==> src/rtl/des_pkg.sv <==
`default_nettype none
// +--------------------------------------------------------------------+
// | des_pkg                                                            |
// | DES key-schedule constants: PC1/PC2 tables, shift counts, states.  |
// | Revision: 1.0                                                      |
// +--------------------------------------------------------------------+
package des_pkg;

    localparam int KEY_W = 64;
    localparam int CD_W  = 28;
    localparam int PC1_W = 56;
    localparam int RK_W  = 48;

    typedef enum logic [1:0] {
        IDLE  = 2'd0,
        ROUND = 2'd1,
        DONE  = 2'd2
    } state_e;

    // Entries are 1-based DES bit numbers; DES bit 1 is the MSB of the vector.
    localparam int PC1_TAB [PC1_W] = '{
        57, 49, 41, 33, 25, 17,  9,
         1, 58, 50, 42, 34, 26, 18,
        10,  2, 59, 51, 43, 35, 27,
        19, 11,  3, 60, 52, 44, 36,
        63, 55, 47, 39, 31, 23, 15,
         7, 62, 54, 46, 38, 30, 22,
        14,  6, 61, 53, 45, 37, 29,
        21, 13,  5, 28, 20, 12,  4
    };

    localparam int PC2_TAB [RK_W] = '{
        14, 17, 11, 24,  1,  5,
         3, 28, 15,  6, 21, 10,
        23, 19, 12,  4, 26,  8,
        16,  7, 27, 20, 13,  2,
        41, 52, 31, 37, 47, 55,
        30, 40, 51, 45, 33, 48,
        44, 49, 39, 56, 34, 53,
        46, 42, 50, 36, 29, 32
    };

    // Index 0 holds the shift for round 1.
    localparam logic [1:0] SHIFT_TAB [16] = '{
        2'd1, 2'd1, 2'd2, 2'd2, 2'd2, 2'd2, 2'd2, 2'd2,
        2'd1, 2'd2, 2'd2, 2'd2, 2'd2, 2'd2, 2'd2, 2'd1
    };

    function automatic logic [CD_W-1:0] rotl28(input logic [CD_W-1:0] x, input logic [1:0] n);
        return (n == 2'd2) ? {x[CD_W-3:0], x[CD_W-1:CD_W-2]} : {x[CD_W-2:0], x[CD_W-1]};
    endfunction

    function automatic logic [CD_W-1:0] rotr28(input logic [CD_W-1:0] x, input logic [1:0] n);
        return (n == 2'd2) ? {x[1:0], x[CD_W-1:2]} : {x[0], x[CD_W-1:1]};
    endfunction

endpackage
`default_nettype wire

==> src/rtl/des_key_sched_ctrl_if.sv <==
`default_nettype none
// +--------------------------------------------------------------------+
// | des_key_sched_ctrl_if                                              |
// | Key-in and round-key-out handshake bundle for the key scheduler.   |
// | Revision: 1.0                                                      |
// +--------------------------------------------------------------------+
interface des_key_sched_ctrl_if;
    import des_pkg::*;

    logic             key_valid;
    logic             key_ready;
    logic [KEY_W-1:0] key;
    logic             decrypt;
    logic             abort;
    logic             rk_valid;
    logic             rk_ready;
    logic [RK_W-1:0]  rk;
    logic [3:0]       rk_round;
    logic             done;
    logic             parity_err;

    modport master (
        output key_valid, key, decrypt, abort, rk_ready,
        input  key_ready, rk_valid, rk, rk_round, done, parity_err
    );

    modport slave (
        input  key_valid, key, decrypt, abort, rk_ready,
        output key_ready, rk_valid, rk, rk_round, done, parity_err
    );
endinterface
`default_nettype wire

==> src/rtl/des_pc2_perm.sv <==
`default_nettype none
// +--------------------------------------------------------------------+
// | des_pc2_perm                                                       |
// | Combinational DES PC2 permutation, {C,D} 56 bits -> 48-bit key.    |
// | Revision: 1.0                                                      |
// +--------------------------------------------------------------------+
module des_pc2_perm
    import des_pkg::*;
(
    input  wire logic [PC1_W-1:0] i_cd,
    output logic      [RK_W-1:0]  o_rk
);

    generate
        for (genvar i = 0; i < RK_W; i++) begin : g_pc2
            assign o_rk[RK_W-1-i] = i_cd[PC1_W - PC2_TAB[i]];
        end
    endgenerate

    // PC2 drops DES bits 9,18,22,25,35,38,43,54 of the 56-bit {C,D}.
    logic w_unused_dropped;
    assign w_unused_dropped = ^{i_cd[47], i_cd[38], i_cd[34], i_cd[31],
                                i_cd[21], i_cd[18], i_cd[13], i_cd[2]};

endmodule
`default_nettype wire

==> src/rtl/des_key_sched_ctrl.sv <==
`default_nettype none
// +--------------------------------------------------------------------+
// | des_key_sched_ctrl                                                 |
// | Iterative DES key schedule: one C/D pair, 48-bit key per handshake.|
// | Optional key parity check: define DES_KEY_PARITY_CHK_EN.           |
// | Revision: 1.0                                                      |
// +--------------------------------------------------------------------+
module des_key_sched_ctrl
    import des_pkg::*;
#(
    parameter int NUM_ROUNDS = 16
)(
    input  wire logic           clk,
    input  wire logic           rst_n,
    des_key_sched_ctrl_if.slave bus
);

    localparam logic [3:0] C_LAST_ROUND = 4'(NUM_ROUNDS - 1);

    state_e            state_q, state_d;
    logic [CD_W-1:0]   c_q, c_d, d_q, d_d;
    logic              dec_q, dec_d;
    logic              key_ready_q, key_ready_d;
    logic              rk_valid_q, rk_valid_d;
    logic              done_q, done_d;
    logic [3:0]        rk_round_q, rk_round_d;
    logic [RK_W-1:0]   rk_q, rk_d;
    logic [PC1_W-1:0]  w_pc1;
    logic [3:0]        w_enc_idx, w_dec_idx;

    generate
        for (genvar i = 0; i < PC1_W; i++) begin : g_pc1
            assign w_pc1[PC1_W-1-i] = bus.key[KEY_W - PC1_TAB[i]];
        end
    endgenerate

    // Shift for the next round: encrypt walks forward, decrypt undoes from the end.
    assign w_enc_idx = rk_round_q + 4'd1;
    assign w_dec_idx = 4'd15 - rk_round_q;

    always_comb begin
        state_d     = state_q;
        c_d         = c_q;
        d_d         = d_q;
        dec_d       = dec_q;
        key_ready_d = key_ready_q;
        rk_valid_d  = rk_valid_q;
        rk_round_d  = rk_round_q;
        done_d      = 1'b0;
        case (state_q)
            IDLE: begin
                if (bus.key_valid && !bus.abort) begin
                    dec_d       = bus.decrypt;
                    c_d         = bus.decrypt ? w_pc1[PC1_W-1:CD_W] : rotl28(w_pc1[PC1_W-1:CD_W], SHIFT_TAB[0]);
                    d_d         = bus.decrypt ? w_pc1[CD_W-1:0]     : rotl28(w_pc1[CD_W-1:0], SHIFT_TAB[0]);
                    rk_round_d  = 4'd0;
                    rk_valid_d  = 1'b1;
                    key_ready_d = 1'b0;
                    state_d     = ROUND;
                end
            end
            ROUND: begin
                if (bus.abort) begin
                    rk_valid_d  = 1'b0;
                    key_ready_d = 1'b1;
                    state_d     = IDLE;
                end else if (bus.rk_ready) begin
                    if (rk_round_q == C_LAST_ROUND) begin
                        rk_valid_d = 1'b0;
                        done_d     = 1'b1;
                        state_d    = DONE;
                    end else begin
                        rk_round_d = rk_round_q + 4'd1;
                        c_d = dec_q ? rotr28(c_q, SHIFT_TAB[w_dec_idx]) : rotl28(c_q, SHIFT_TAB[w_enc_idx]);
                        d_d = dec_q ? rotr28(d_q, SHIFT_TAB[w_dec_idx]) : rotl28(d_q, SHIFT_TAB[w_enc_idx]);
                    end
                end
            end
            DONE: begin
                key_ready_d = 1'b1;
                state_d     = IDLE;
            end
            default: begin
                rk_valid_d  = 1'b0;
                key_ready_d = 1'b1;
                state_d     = IDLE;
            end
        endcase
    end

    // rk always tracks PC2 of the next C/D, so it only moves when C/D move.
    des_pc2_perm u_pc2 (
        .i_cd ({c_d, d_d}),
        .o_rk (rk_d)
    );

    always_ff @(posedge clk) begin
        if (!rst_n) begin
            state_q     <= IDLE;
            c_q         <= '0;
            d_q         <= '0;
            dec_q       <= 1'b0;
            key_ready_q <= 1'b1;
            rk_valid_q  <= 1'b0;
            rk_round_q  <= 4'd0;
            done_q      <= 1'b0;
            rk_q        <= '0;
        end else begin
            state_q     <= state_d;
            c_q         <= c_d;
            d_q         <= d_d;
            dec_q       <= dec_d;
            key_ready_q <= key_ready_d;
            rk_valid_q  <= rk_valid_d;
            rk_round_q  <= rk_round_d;
            done_q      <= done_d;
            rk_q        <= rk_d;
        end
    end

    assign bus.key_ready = key_ready_q;
    assign bus.rk_valid  = rk_valid_q;
    assign bus.rk        = rk_q;
    assign bus.rk_round  = rk_round_q;
    assign bus.done      = done_q;

`ifdef DES_KEY_PARITY_CHK_EN
    logic [7:0] w_byte_even;
    logic       w_accept;
    logic       parity_err_q, parity_err_d;

    generate
        for (genvar b = 0; b < 8; b++) begin : g_par
            assign w_byte_even[b] = ~^bus.key[8*b +: 8];
        end
    endgenerate

    assign w_accept = (state_q == IDLE) && bus.key_valid && !bus.abort;

    always_comb begin
        parity_err_d = parity_err_q;
        if (w_accept) parity_err_d = |w_byte_even;
    end

    always_ff @(posedge clk) begin
        if (!rst_n) parity_err_q <= 1'b0;
        else        parity_err_q <= parity_err_d;
    end

    assign bus.parity_err = parity_err_q;
`else
    logic w_unused_key_parity;
    assign w_unused_key_parity = ^{bus.key[56], bus.key[48], bus.key[40], bus.key[32],
                                   bus.key[24], bus.key[16], bus.key[8],  bus.key[0]};
    assign bus.parity_err = 1'b0;
`endif

endmodule
`default_nettype wire

==> src/flat_wrapper.sv <==
// flat-port wrapper written by rule: the top's interface ports become plain ports
module des_key_sched_ctrl_flat import des_pkg::*;
#(
    parameter int NUM_ROUNDS = 16
)
  (clk, rst_n, bus_key_valid, bus_key, bus_decrypt, bus_abort, bus_rk_ready, bus_key_ready, bus_rk_valid, bus_rk, bus_rk_round, bus_done, bus_parity_err);
  des_key_sched_ctrl_if bus_i ();
  input  wire logic clk;
  input  wire logic rst_n;
  input wire logic [$bits(bus_i.key_valid)-1:0] bus_key_valid;
  input wire logic [$bits(bus_i.key)-1:0] bus_key;
  input wire logic [$bits(bus_i.decrypt)-1:0] bus_decrypt;
  input wire logic [$bits(bus_i.abort)-1:0] bus_abort;
  input wire logic [$bits(bus_i.rk_ready)-1:0] bus_rk_ready;
  output wire logic [$bits(bus_i.key_ready)-1:0] bus_key_ready;
  output wire logic [$bits(bus_i.rk_valid)-1:0] bus_rk_valid;
  output wire logic [$bits(bus_i.rk)-1:0] bus_rk;
  output wire logic [$bits(bus_i.rk_round)-1:0] bus_rk_round;
  output wire logic [$bits(bus_i.done)-1:0] bus_done;
  output wire logic [$bits(bus_i.parity_err)-1:0] bus_parity_err;
  assign bus_i.key_valid = bus_key_valid;
  assign bus_i.key = bus_key;
  assign bus_i.decrypt = bus_decrypt;
  assign bus_i.abort = bus_abort;
  assign bus_i.rk_ready = bus_rk_ready;
  assign bus_key_ready = bus_i.key_ready;
  assign bus_rk_valid = bus_i.rk_valid;
  assign bus_rk = bus_i.rk;
  assign bus_rk_round = bus_i.rk_round;
  assign bus_done = bus_i.done;
  assign bus_parity_err = bus_i.parity_err;
  des_key_sched_ctrl #(.NUM_ROUNDS(NUM_ROUNDS)) u_core (.clk(clk), .rst_n(rst_n), .bus(bus_i));
endmodule
==> config.mk <==
export PLATFORM = sky130hd
export DESIGN_NAME = des_key_sched_ctrl_flat
export DESIGN_NICKNAME = d
export VERILOG_FILES = /design/src/rtl/des_pkg.sv /design/src/rtl/des_key_sched_ctrl_if.sv /design/src/rtl/des_pc2_perm.sv /design/src/rtl/des_key_sched_ctrl.sv /design/src/flat_wrapper.sv
export SDC_FILE = /design/constraint.sdc
export NUM_CORES = 1
export LEC_CHECK = 0
export ABC_AREA = 0
export BUFFER_PORTS_ARGS = -buffer_cell sky130_fd_sc_hd__clkbuf_2
export CORE_MARGIN = 10
export CORE_UTILIZATION = 58
export CTS_BUF_LIST = sky130_fd_sc_hd__clkbuf_16
export CTS_CLUSTER_SIZE = 24
export DETAILED_ROUTE_END_ITERATION = 8
export PLACE_DENSITY = 0.87
export SLEW_MARGIN = 20
export SYNTH_ARGS = -nofsm -noshare
export SYNTH_HDL_FRONTEND = slang
export SYNTH_SLANG_ARGS = --single-unit
==> constraint.sdc <==
create_clock -name clk -period 2.5 [get_ports clk]
set_input_delay 0.25 -clock clk [delete_from_list [all_inputs] [get_ports clk]]
set_output_delay 0.25 -clock clk [all_outputs]
set_load 0.02 [all_outputs]
==> results of run 1 <==
## cells by family after synthesis
logic type | share of synthesized area (%)
buf+inv | 11.7
fa+ha+maj | 0.740
compound gates | 32.3
other cells | 0.0555
mux | 25.8
flops | 19.5
simple gates | 9.96
## placed cells by master (no fill, tap or decap), types with 2 or more instances in the layout
cell        synthesis  routed
inv_1               4       3
bufinv_16           0       3
nand2_1            52      52
nand3_1             3       3
o21ai_0            59      59
buf_4              51      21
a21oi_1            12      12
nand4b_1            2       2
mux2_1             22      22
clkbuf_16           0      10
or3_1               2       2
o221ai_1            8       8
o211ai_1           64      64
mux2_2             26      26
mux2i_1           120     120
o2bb2ai_1          48      48
nor2_1             72      70
nor2b_1             3       2
nor2_4              0       2
and3_1              9       9
o211ai_2           32      32
nand3b_1            2       2
buf_12              4       5
dfxtp_1            66      65
ha_1                4       4
a211o_1            48      48
nor4_1              2       2
clkinvlp_4          0       2
nand2b_1            4       4
clkbuf_2            0     115
## stage by stage
stage               power [mW]  util, %
CTS                       3.64     65.1
floorplan                 1.93        -
finish                    3.65     65.2
global placement          2.12     61.9
global route              3.77     65.2
detailed placement        2.15     62.1
## layout make-up
| type | count | area share [%] |
|---|---|---|
| clock buffer | 9 | 3.03 |
| clock inverter | 7 | 1.56 |
| inverter | 4 | 0.202 |
| multi-input combinational | 604 | 63.1 |
| sequential | 66 | 17.8 |
| tap | 143 | 2.40 |
| timing repair buffer | 143 | 11.9 |
## per-layer routing
metal / part of all wire (%) / track usage (%) / wire length [µm] / vias to the layer above
li1: - / - / - / 3050
met1: 43 / 30.2 / 8260 / 3109
met2: 47 / 34.9 / 9140 / 319
met3: 8.1 / 4.43 / 1580 / 42
met4: 2.1 / 9.54 / 404 / 0
met5: 0 / 0 / 0 / -
## worst max path at each step
stage                endpoint  slack, ns  depth (start not counted)
detailed placement  flip-flop       0.17                          9
finish              flip-flop       0.15                          9
global placement    flip-flop       0.25                          9
global route        flip-flop     -0.006                          9
floorplan           flip-flop       0.11                          9
CTS                 flip-flop       0.16                          9
## power breakdown
part           switching (mW)  leakage, nW  internal [mW]  total [mW]
Clock                   0.530        0.162          0.974        1.50
Sequential              0.139        0.540           1.12        1.26
Combinational           0.520         2.38          0.368       0.888
Total                    1.19         3.09           2.46        3.65
## Yosys cell counts (3+ instances only)
library cell | number | area [µm²]
mux2_2 | 26 | 293
a211o_1 | 48 | 420
nand2b_1 | 4 | 25.0
buf_1 | 8 | 30.0
buf_4 | 51 | 383
a21oi_1 | 12 | 60.1
dfxtp_1 | 66 | 1320
mux2i_1 | 120 | 1200
buf_12 | 4 | 80.1
ha_1 | 4 | 50.1
o2bb2ai_1 | 48 | 420
and3_1 | 9 | 56.3
buf_2 | 10 | 50.1
inv_1 | 4 | 15.0
nor2b_1 | 3 | 18.8
mux2_1 | 22 | 248
clkbuf_1 | 59 | 221
nand3_1 | 3 | 15.0
o211ai_2 | 32 | 400
o221ai_1 | 8 | 70.1
o211ai_1 | 64 | 480
o21ai_0 | 59 | 295
nand2_1 | 52 | 195
nor2_1 | 72 | 270
## what timing repair did
action / in CTS / in global routing
setup endpoints to repair: 0 / 1
gates resized for setup: 0 / 1
hold buffers: 0 / 0
buffers inserted: 0 / 0
## worst max-delay path, delay by kind of cell (launching register included)
kind,cells,cell delay [ns]
AOI/OAI and AO/OA,2,0.24
adders and majority gates,1,0.32
buffers and inverters,3,0.59
DFF,1,0.33
muxes,1,0.38
and+or+nand+nor,2,0.37
==> impl_metrics.csv, run 1 <==
group,metric,value,unit
run_status,outcome,"complete, no violations",
setup_path,crit_path_max_fanout,56,
drt,drtAntennaViolNets,0,
setup_path,rr_worst_depth,9,
place,place_area,7100,µm²
setup_path,critPathLaunch,"u_core.bus.rk_round[0]",
place,dp_cells,960,
synth,synth_seq_cells,66,
floorplan,coreArea,11400,µm²
drt,drc,0,
timing,setup_viol,0,
synth,ys_warn_count,0,
drt,num_vias,6520,
timing,tightest_slew,0.727,ns
power_and_ir_drop,powerDensity,491,nW/µm²
cells_and_area,areaGrowthSynthToFinish,10.1,%
synth,synth_fp_nets,881,
setup_path,worstReg2RegStart,"u_core.bus.rk_round[0]",
clock_network,cts_tree,"built",
setup_path,max_stage_delay,0.38,ns
floorplan,rows,39,
clock_network,htreeDepth,3,
setup_path,path_cells,"buf_4, inv_1, ha_1, nand2b_1, a21oi_1, nor3_2, clkbuf_16, mux2_2, o211ai_2",
worst_hold_path,min_to,"u_core.bus.done",
place,place.gp.congestion,0.824,
worst_hold_path,min_from,"bus_rk_ready",
global_route,grt_pass1_vias,6319,
cells_and_area,stdcell_area,7440,µm²
setup_path,critPathKind,"reg -> reg",
cells_and_area,seqCellArea,1330,µm²
global_route,grt_pass1_wl,31.9,mm
drt,drt_first_iter_violations,877,
timing,finalCritPeriodShare,93.8,%
clock_network,clock_sinks,66,
cells_and_area,num_antenna_cells,0,
timing,setup-tns-final,0,ns
synth,async_flop_share,0,%
worst_hold_path,hold_class,"in -> reg",
synth,syn_inst,807,
timing,final_max_slew_viol_count,0,
timing,clock.fmax,0.426,GHz
synth,yosysSeqAreaShare,19.5,%
setup_path,cp.required,2.77,ns
synth,synth_ff_type,"dfxtp_1",
drt,drtPass1Iterations,5,
synth,syn_area,6760,µm²
cells_and_area,nNetsFinal,902,
floorplan,die_y,128,µm
global_route,grt_max_degree,60,
global_route,grt.overflow.total,0,
cells_and_area,drive_gt1_share,26.9,%
place,pre_cts_slack,0.171,ns
floorplan,pin_count,126,
timing,relSlewSlack,51.4,%
setup_path,cp-end-kind,"flip-flop",
timing,finalHoldViolCount,0,
timing,skew,0.00893,ns
timing,fin_hold_ws,0.271,ns
power_and_ir_drop,ir_drop,317,µV
synth,ys_types,39,
clock_network,cts_made_buffers,9,
power_and_ir_drop,p_leak,3.09,nW
floorplan,initial_core_util,59.2,%
clock_network,clk_pin_slew,0.06,ns
setup_path,slowest_stage,"mux2_2",
drt,vias_per_cell,6.68,
clock_network,cts.path.max_buffers,2,
setup_path,r2r_setup_slack,0.15,ns
drt,avgRoutedWirePerCell,19.9,µm
cells_and_area,fillers,966,
setup_path,crit_arrival,2.61,ns
clock_network,clk_latency,0.34,ns
cells_and_area,multi_input_area,4700,µm²
clock_network,clock_tree.root_cell,"clkbuf_16",
place,hpwl,12.3,mm
synth,synth_edf_count,0,
drt,routed_wl,19.4,mm
worst_hold_path,hold_depth,3,
timing,rsz0062_at_grt,"true",
cells_and_area,final_cell_count_no_fill,976,
floorplan,dieArea,16400,µm²
setup_path,start_kind,"flip-flop",
synth,avgSynthCellArea,8.38,µm²
run,maxCapViolations,0,
timing,fin_ws,0.155,ns
timing,period_minus_slack,2.35,ns
floorplan,dieWidth,128,µm
place,portBuffers,116,
global_route,grt_antenna_before_repair,0,
global_route,track_usage,22.7,%
Note: power is estimated with default switching activity, not from simulation.
==> run 2: changes to the inputs <==
--- a/config.mk
+++ b/config.mk
@@ -8,11 +8,12 @@
 export ABC_AREA = 0
 export BUFFER_PORTS_ARGS = -buffer_cell sky130_fd_sc_hd__clkbuf_2
 export CORE_MARGIN = 10
-export CORE_UTILIZATION = 58
-export CTS_BUF_LIST = sky130_fd_sc_hd__clkbuf_16
+export CORE_UTILIZATION = 63
+export CTS_BUF_LIST = sky130_fd_sc_hd__clkbuf_2
 export CTS_CLUSTER_SIZE = 24
 export DETAILED_ROUTE_END_ITERATION = 8
-export PLACE_DENSITY = 0.87
+export PLACE_DENSITY = 0.93
+export SKIP_CTS_REPAIR_TIMING = 1
 export SLEW_MARGIN = 20
 export SYNTH_ARGS = -nofsm -noshare
 export SYNTH_HDL_FRONTEND = slang
==> constraint.sdc (replaced) <==
create_clock -name clk -period 2.9 [get_ports clk]
set_input_delay 0.29 -clock clk [delete_from_list [all_inputs] [get_ports clk]]
set_output_delay 0.29 -clock clk [all_outputs]
set_load 0.02 [all_outputs]
==> impl_metrics.csv, run 2 (synthesis results as in run 1) <==
group,metric,value,unit
drt,vias_per_cell,6.89,
cells_and_area,seqCellArea,1330,µm²
floorplan,dieWidth,124,µm
timing,clock.fmax,0.399,GHz
cells_and_area,final_cell_count_no_fill,958,
power_and_ir_drop,p_switching,0.935,mW
worst_hold_path,min_from,"bus_rk_ready",
clock_network,clock_tree.root_cell,"clkbuf_2",
timing,setup-tns-final,0,ns
clock_network,clk_latency,0.55,ns
drt,num_vias,6598,
setup_path,cp.required,3.35,ns
setup_path,slowest_stage,"dfxtp_1",
floorplan,rows,37,
cells_and_area,mostFrequentLayoutCells,"126 x clkbuf_2, 120 x mux2i_1, 70 x nor2_1, 65 x dfxtp_1, 64 x o211ai_1",
power_and_ir_drop,p_leak,2.93,nW
power_and_ir_drop,seq_power_share,45.1,%
floorplan,die_y,124,µm
run,maxCapViolations,0,
power_and_ir_drop,clkPwrFrac,23.5,%
global_route,grt_pass1_wl,30.9,mm
cells_and_area,areaGrowthSynthToFinish,5.03,%
clock_network,clock_sinks,66,
timing,tightest_slew,0.975,ns
global_route,grt_max_degree,103,
clock_network,clk_pin_slew,0.22,ns
clock_network,cts.path.max_buffers,2,
timing,period_minus_slack,2.51,ns
worst_hold_path,min_to,"u_core.bus.done",
drt,drc,0,
place,dp_cells,941,
drt,routed_wl,19.1,mm
power_and_ir_drop,powerDensity,341,nW/µm²
global_route,grt_antenna_before_repair,0,
drt,drt_first_iter_violations,859,
setup_path,r2r_setup_slack,0.39,ns
cells_and_area,fillers,836,
clock_network,cts_tree,"built",
setup_path,cp-end-kind,"flip-flop",
floorplan,coreArea,10400,µm²
setup_path,critPathLaunch,"u_core.bus.rk_round[0]",
setup_path,worstReg2RegStart,"u_core.bus.rk_round[0]",
setup_path,cp_num_cells,8,
floorplan,pin_count,126,
cells_and_area,drive_gt1_share,25.9,%
floorplan,dieArea,15300,µm²
clock_network,htreeDepth,3,
cells_and_area,nNetsFinal,891,
setup_path,crit_family,"flip-flops",
timing,rsz0062_at_grt,"false",
setup_path,crit_arrival,2.96,ns
timing,final_max_slew_viol_count,0,
place,hpwl,12.0,mm
place,place.gp.congestion,0.824,
clock_network,cts_made_buffers,9,
cells_and_area,num_antenna_cells,0,
global_route,grt.overflow.total,0,
setup_path,start_kind,"flip-flop",
setup_path,critPathKind,"reg -> reg",
power_and_ir_drop,ir_drop,279,µV
run_status,outcome,"complete, no violations",
worst_hold_path,hold_depth,3,
power_and_ir_drop,p_comb_share,31.3,%
setup_path,path_cells,"inv_1, ha_1, nand2b_1, a21oi_1, nor3_2, buf_12, mux2_2, o211ai_1",
worst_hold_path,hold_class,"in -> reg",
floorplan,initial_core_util,65.2,%
global_route,track_usage,24.0,%
timing,relSlewSlack,35.0,%
cells_and_area,final_common_cell,"clkbuf_2",
global_route,grt_pass1_vias,6034,
timing,finalHoldViolCount,0,
cells_and_area,multi_input_area,4700,µm²
drt,drtPass1Iterations,6,
setup_path,max_stage_delay,0.53,ns
place,portBuffers,116,
power_and_ir_drop,power.internal,1.48,mW
timing,skew,0.0370,ns
timing,finalCritPeriodShare,86.5,%
drt,avgRoutedWirePerCell,19.9,µm
setup_path,rr_worst_depth,8,
drt,drtAntennaViolNets,0,
setup_path,crit_buf_inv,2,
power_and_ir_drop,p_sw_share,38.7,%
setup_path,crit_path_max_fanout,56,
timing,setup_viol,0,
run 2: changes by cell type in the layout (fill, tap and decap cells not counted), sizes merged:
cell and delta:
buf -10, bufinv -2, clkbuf +1, clkinv +1, inv -1
run 2: layer usage:
layer / GRT usage, % / wire length, µm / share of wire (%) / up-vias
met5: 0 / 0 / 0 / -
met4: 8.37 / 384 / 2.0 / 0
met3: 4.48 / 1670 / 8.8 / 41
met2: 36.7 / 8830 / 46 / 360
met1: 33.0 / 8220 / 43 / 3170
li1: - / - / - / 3027
run 2: area by class of cell:
class | instances | share of cell area, %
well taps | 136 | 2.40
multi-input cells | 604 | 66.1
inverters | 4 | 0.211
clock buffers | 11 | 0.775
flip-flops and latches | 66 | 18.7
clock inverters | 5 | 0.775
repair buffers | 132 | 11.1
run 2: stage by stage:
stage / hold WS (ns) / setup slack [ns] / cell area, µm² / power [mW] / utilization [%]
2_1_floorplan: 0.470 / 0.505 / 6760 / 1.67 / -
3_3_place_gp: 0.477 / 0.457 / 6960 / 1.82 / 67.2
3_5_place_dp: 0.490 / 0.370 / 6960 / 1.84 / 67.2
4_1_cts: 0.0663 / 0.333 / 7070 / 2.40 / 68.2
5_1_grt: 0.0676 / 0.253 / 7100 / 2.54 / 68.5
6_report: 0.0804 / 0.391 / 7100 / 2.42 / 68.5
run 2: how the worst max path moves through the flow:
| stage | endpoint | slack, ns |
|---|---|---|
| finish | flip-flop | 0.39 |
| global route | flip-flop | 0.25 |
| CTS | flip-flop | 0.33 |
| detailed placement | flip-flop | 0.37 |
| global placement | flip-flop | 0.46 |
| floorplan | flip-flop | 0.51 |
run 2: power by group through the flow:
stage               logic [mW]  clock network (mW)  registers (mW)
finish                   0.758               0.569            1.09
global route             0.825               0.613            1.10
global placement         0.721                   0            1.10
floorplan                0.608                   0            1.06
detailed placement       0.741                   0            1.10
CTS                      0.744               0.568            1.08
run 2: tightest hold or removal path, stage by stage:
cell	delay (ns)
clkbuf_2	0.10
nand2b_1	0.15
nor2_1	0.07
==> run 3: changes to the inputs <==
--- a/config.mk
+++ b/config.mk
@@ -7,12 +7,14 @@
 export LEC_CHECK = 0
 export ABC_AREA = 0
 export BUFFER_PORTS_ARGS = -buffer_cell sky130_fd_sc_hd__clkbuf_2
+export CORE_ASPECT_RATIO = 1.2
 export CORE_MARGIN = 10
-export CORE_UTILIZATION = 63
+export CORE_UTILIZATION = 53
 export CTS_BUF_LIST = sky130_fd_sc_hd__clkbuf_2
 export CTS_CLUSTER_SIZE = 24
 export DETAILED_ROUTE_END_ITERATION = 8
-export PLACE_DENSITY = 0.93
+export PLACE_DENSITY = 0.84
+export REMOVE_ABC_BUFFERS = 1
 export SKIP_CTS_REPAIR_TIMING = 1
 export SLEW_MARGIN = 20
 export SYNTH_ARGS = -nofsm -noshare
==> constraint.sdc (replaced) <==
create_clock -name clk -period 2 [get_ports clk]
set_input_delay 0.2 -clock clk [delete_from_list [all_inputs] [get_ports clk]]
set_output_delay 0.2 -clock clk [all_outputs]
set_load 0.02 [all_outputs]
==> impl_metrics.csv, run 3 (synthesis results as in run 1) <==
group,metric,value,unit
drt,num_vias,6720,
cells_and_area,areaGrowthSynthToFinish,18.3,%
power_and_ir_drop,powerDensity,465,nW/µm²
timing,final_max_slew_viol_count,0,
global_route,grt_antenna_before_repair,2,
floorplan,dieWidth,123,µm
setup_path,start_kind,"flip-flop",
place,pre_cts_slack,-0.190,ns
drt,drtAntennaViolNets,0,
setup_path,cp-end-kind,"flip-flop",
clock_network,clk_latency,0.56,ns
floorplan,dieArea,17700,µm²
timing,clock.fmax,0.476,GHz
clock_network,htreeDepth,3,
place,portBuffers,116,
run_status,violations,"negative hold slack, negative setup slack",
clock_network,cts_tree,"built",
setup_path,crit_path_max_fanout,9,
drt,drtPass1Iterations,5,
floorplan,coreArea,12600,µm²
worst_hold_path,min_from,"bus_rk_ready",
worst_hold_path,min_to,"u_core.state_q[1]",
clock_network,cts.path.max_buffers,2,
clock_network,clk_pin_slew,0.20,ns
worst_hold_path,hold_class,"in -> reg",
timing,setup_viol,56,
cells_and_area,mostFrequentLayoutCells,"125 x clkbuf_2, 119 x mux2i_1, 70 x nor2_1, 64 x o211ai_1, 61 x dfxtp_1",
setup_path,crit_arrival,2.57,ns
place,hpwl,12.6,mm
drt,routed_wl,20.9,mm
setup_path,rr_worst_depth,9,
power_and_ir_drop,ir_drop,292,µV
timing,skew,0.0357,ns
floorplan,rows,45,
floorplan,pin_count,126,
global_route,grt.overflow.total,0,
power_and_ir_drop,finalPower,3.72,mW
drt,vias_per_cell,6.49,
power_and_ir_drop,p_leak,3.34,nW
timing,relSlewSlack,56.7,%
setup_path,r2r_setup_slack,-0.10,ns
drt,drt_first_iter_violations,606,
global_route,grt_pass1_wl,30.7,mm
timing,fin_ws,-0.101,ns
setup_path,worstReg2RegStart,"u_core.bus.rk_round[0]",
setup_path,critPathKind,"reg -> reg",
clock_network,clock_sinks,66,
clock_network,cts_made_buffers,9,
clock_network,clock_tree.root_cell,"clkbuf_2",
cells_and_area,nNetsFinal,940,
drt,avgRoutedWirePerCell,20.2,µm
timing,period_minus_slack,2.10,ns
global_route,grt_pass1_vias,6070,
worst_hold_path,hold_depth,3,
run_status,outcome,"finished, violations left",
timing,tightest_slew,0.649,ns
run,maxCapViolations,0,
floorplan,initial_core_util,53.9,%
setup_path,cp.required,2.47,ns
global_route,grt_max_degree,68,
drt,drc,0,
cells_and_area,drive_gt1_share,32.5,%
timing,finalCritPeriodShare,105,%
timing,finalHoldViolCount,2,
global_route,track_usage,20.9,%
floorplan,die_y,144,µm
timing,fin_hold_ws,-0.0156,ns
place,place.gp.congestion,0.833,
timing,rsz0062_at_grt,"true",
cells_and_area,final_common_cell,"clkbuf_2",
run 3: area by class of cell:
| class | count | area (µm²) |
|---|---|---|
| diodes | 1 | 2.50 |
| clock buffers | 10 | 50.0 |
| clock inverters | 6 | 81.3 |
| fillers | 998 | 4560 |
| inverters | 4 | 17.5 |
| multi-input cells | 605 | 4830 |
| flip-flops and latches | 66 | 1340 |
| well taps | 164 | 205 |
| repair buffers | 180 | 1480 |
run 3: where the power goes:
| part | internal, mW | switching (mW) | total (mW) |
|---|---|---|---|
| Combinational | 0.520 | 0.667 | 1.19 |
| Sequential | 1.40 | 0.168 | 1.57 |
| Clock | 0.411 | 0.556 | 0.967 |
| Total | 2.33 | 1.39 | 3.72 |
run 3: worst max-delay path, cell delays in order, from the launching register on:
cell	delay, ns
dfxtp_4	0.41
ha_2	0.22
buf_4	0.16
nand2b_4	0.07
a21oi_2	0.06
nor3_4	0.22
buf_12	0.20
clkbuf_16	0.18
mux2_2	0.33
o211ai_1	0.16
run 3: metal layers:
layer / track usage, % / vias to the layer above / part of all wire [%]
li1: - / 3140 / -
met5: 0 / - / 0.062
met3: 2.98 / 38 / 7.1
met2: 36.2 / 271 / 50
met4: 6.69 / 2 / 2.4
met1: 25.8 / 3269 / 40
run 3: worst max-delay path by stage:
stage / from / end / slack, ns / cells after the start
after CTS: u_core.bus.rk_round[0] / flip-flop / -0.27 / 8
after detailed placement: u_core.bus.rk_round[0] / flip-flop / -0.19 / 8
after global placement: u_core.bus.rk_round[0] / flip-flop / -0.21 / 6
after floorplan: u_core.bus.rk_round[0] / flip-flop / -4.18 / 7
after global routing: u_core.bus.rk_round[0] / flip-flop / -0.17 / 9
final: u_core.bus.rk_round[0] / flip-flop / -0.10 / 9
run 3: metrics by stage:
step           TNS (ns)  cells  cell area [µm²]  util, %  hold slack [ns]
2_1_floorplan   -242.39    674             5990        -            0.330
3_3_place_gp      -9.75    996             7310     58.3            0.476
3_5_place_dp      -7.19    997             7340     58.5            0.489
4_1_cts          -10.55   1013             7470     59.5          -0.0143
5_1_grt           -5.18   1036             8000     63.7          0.00221
6_report          -2.84   1036             8000     63.7          -0.0156
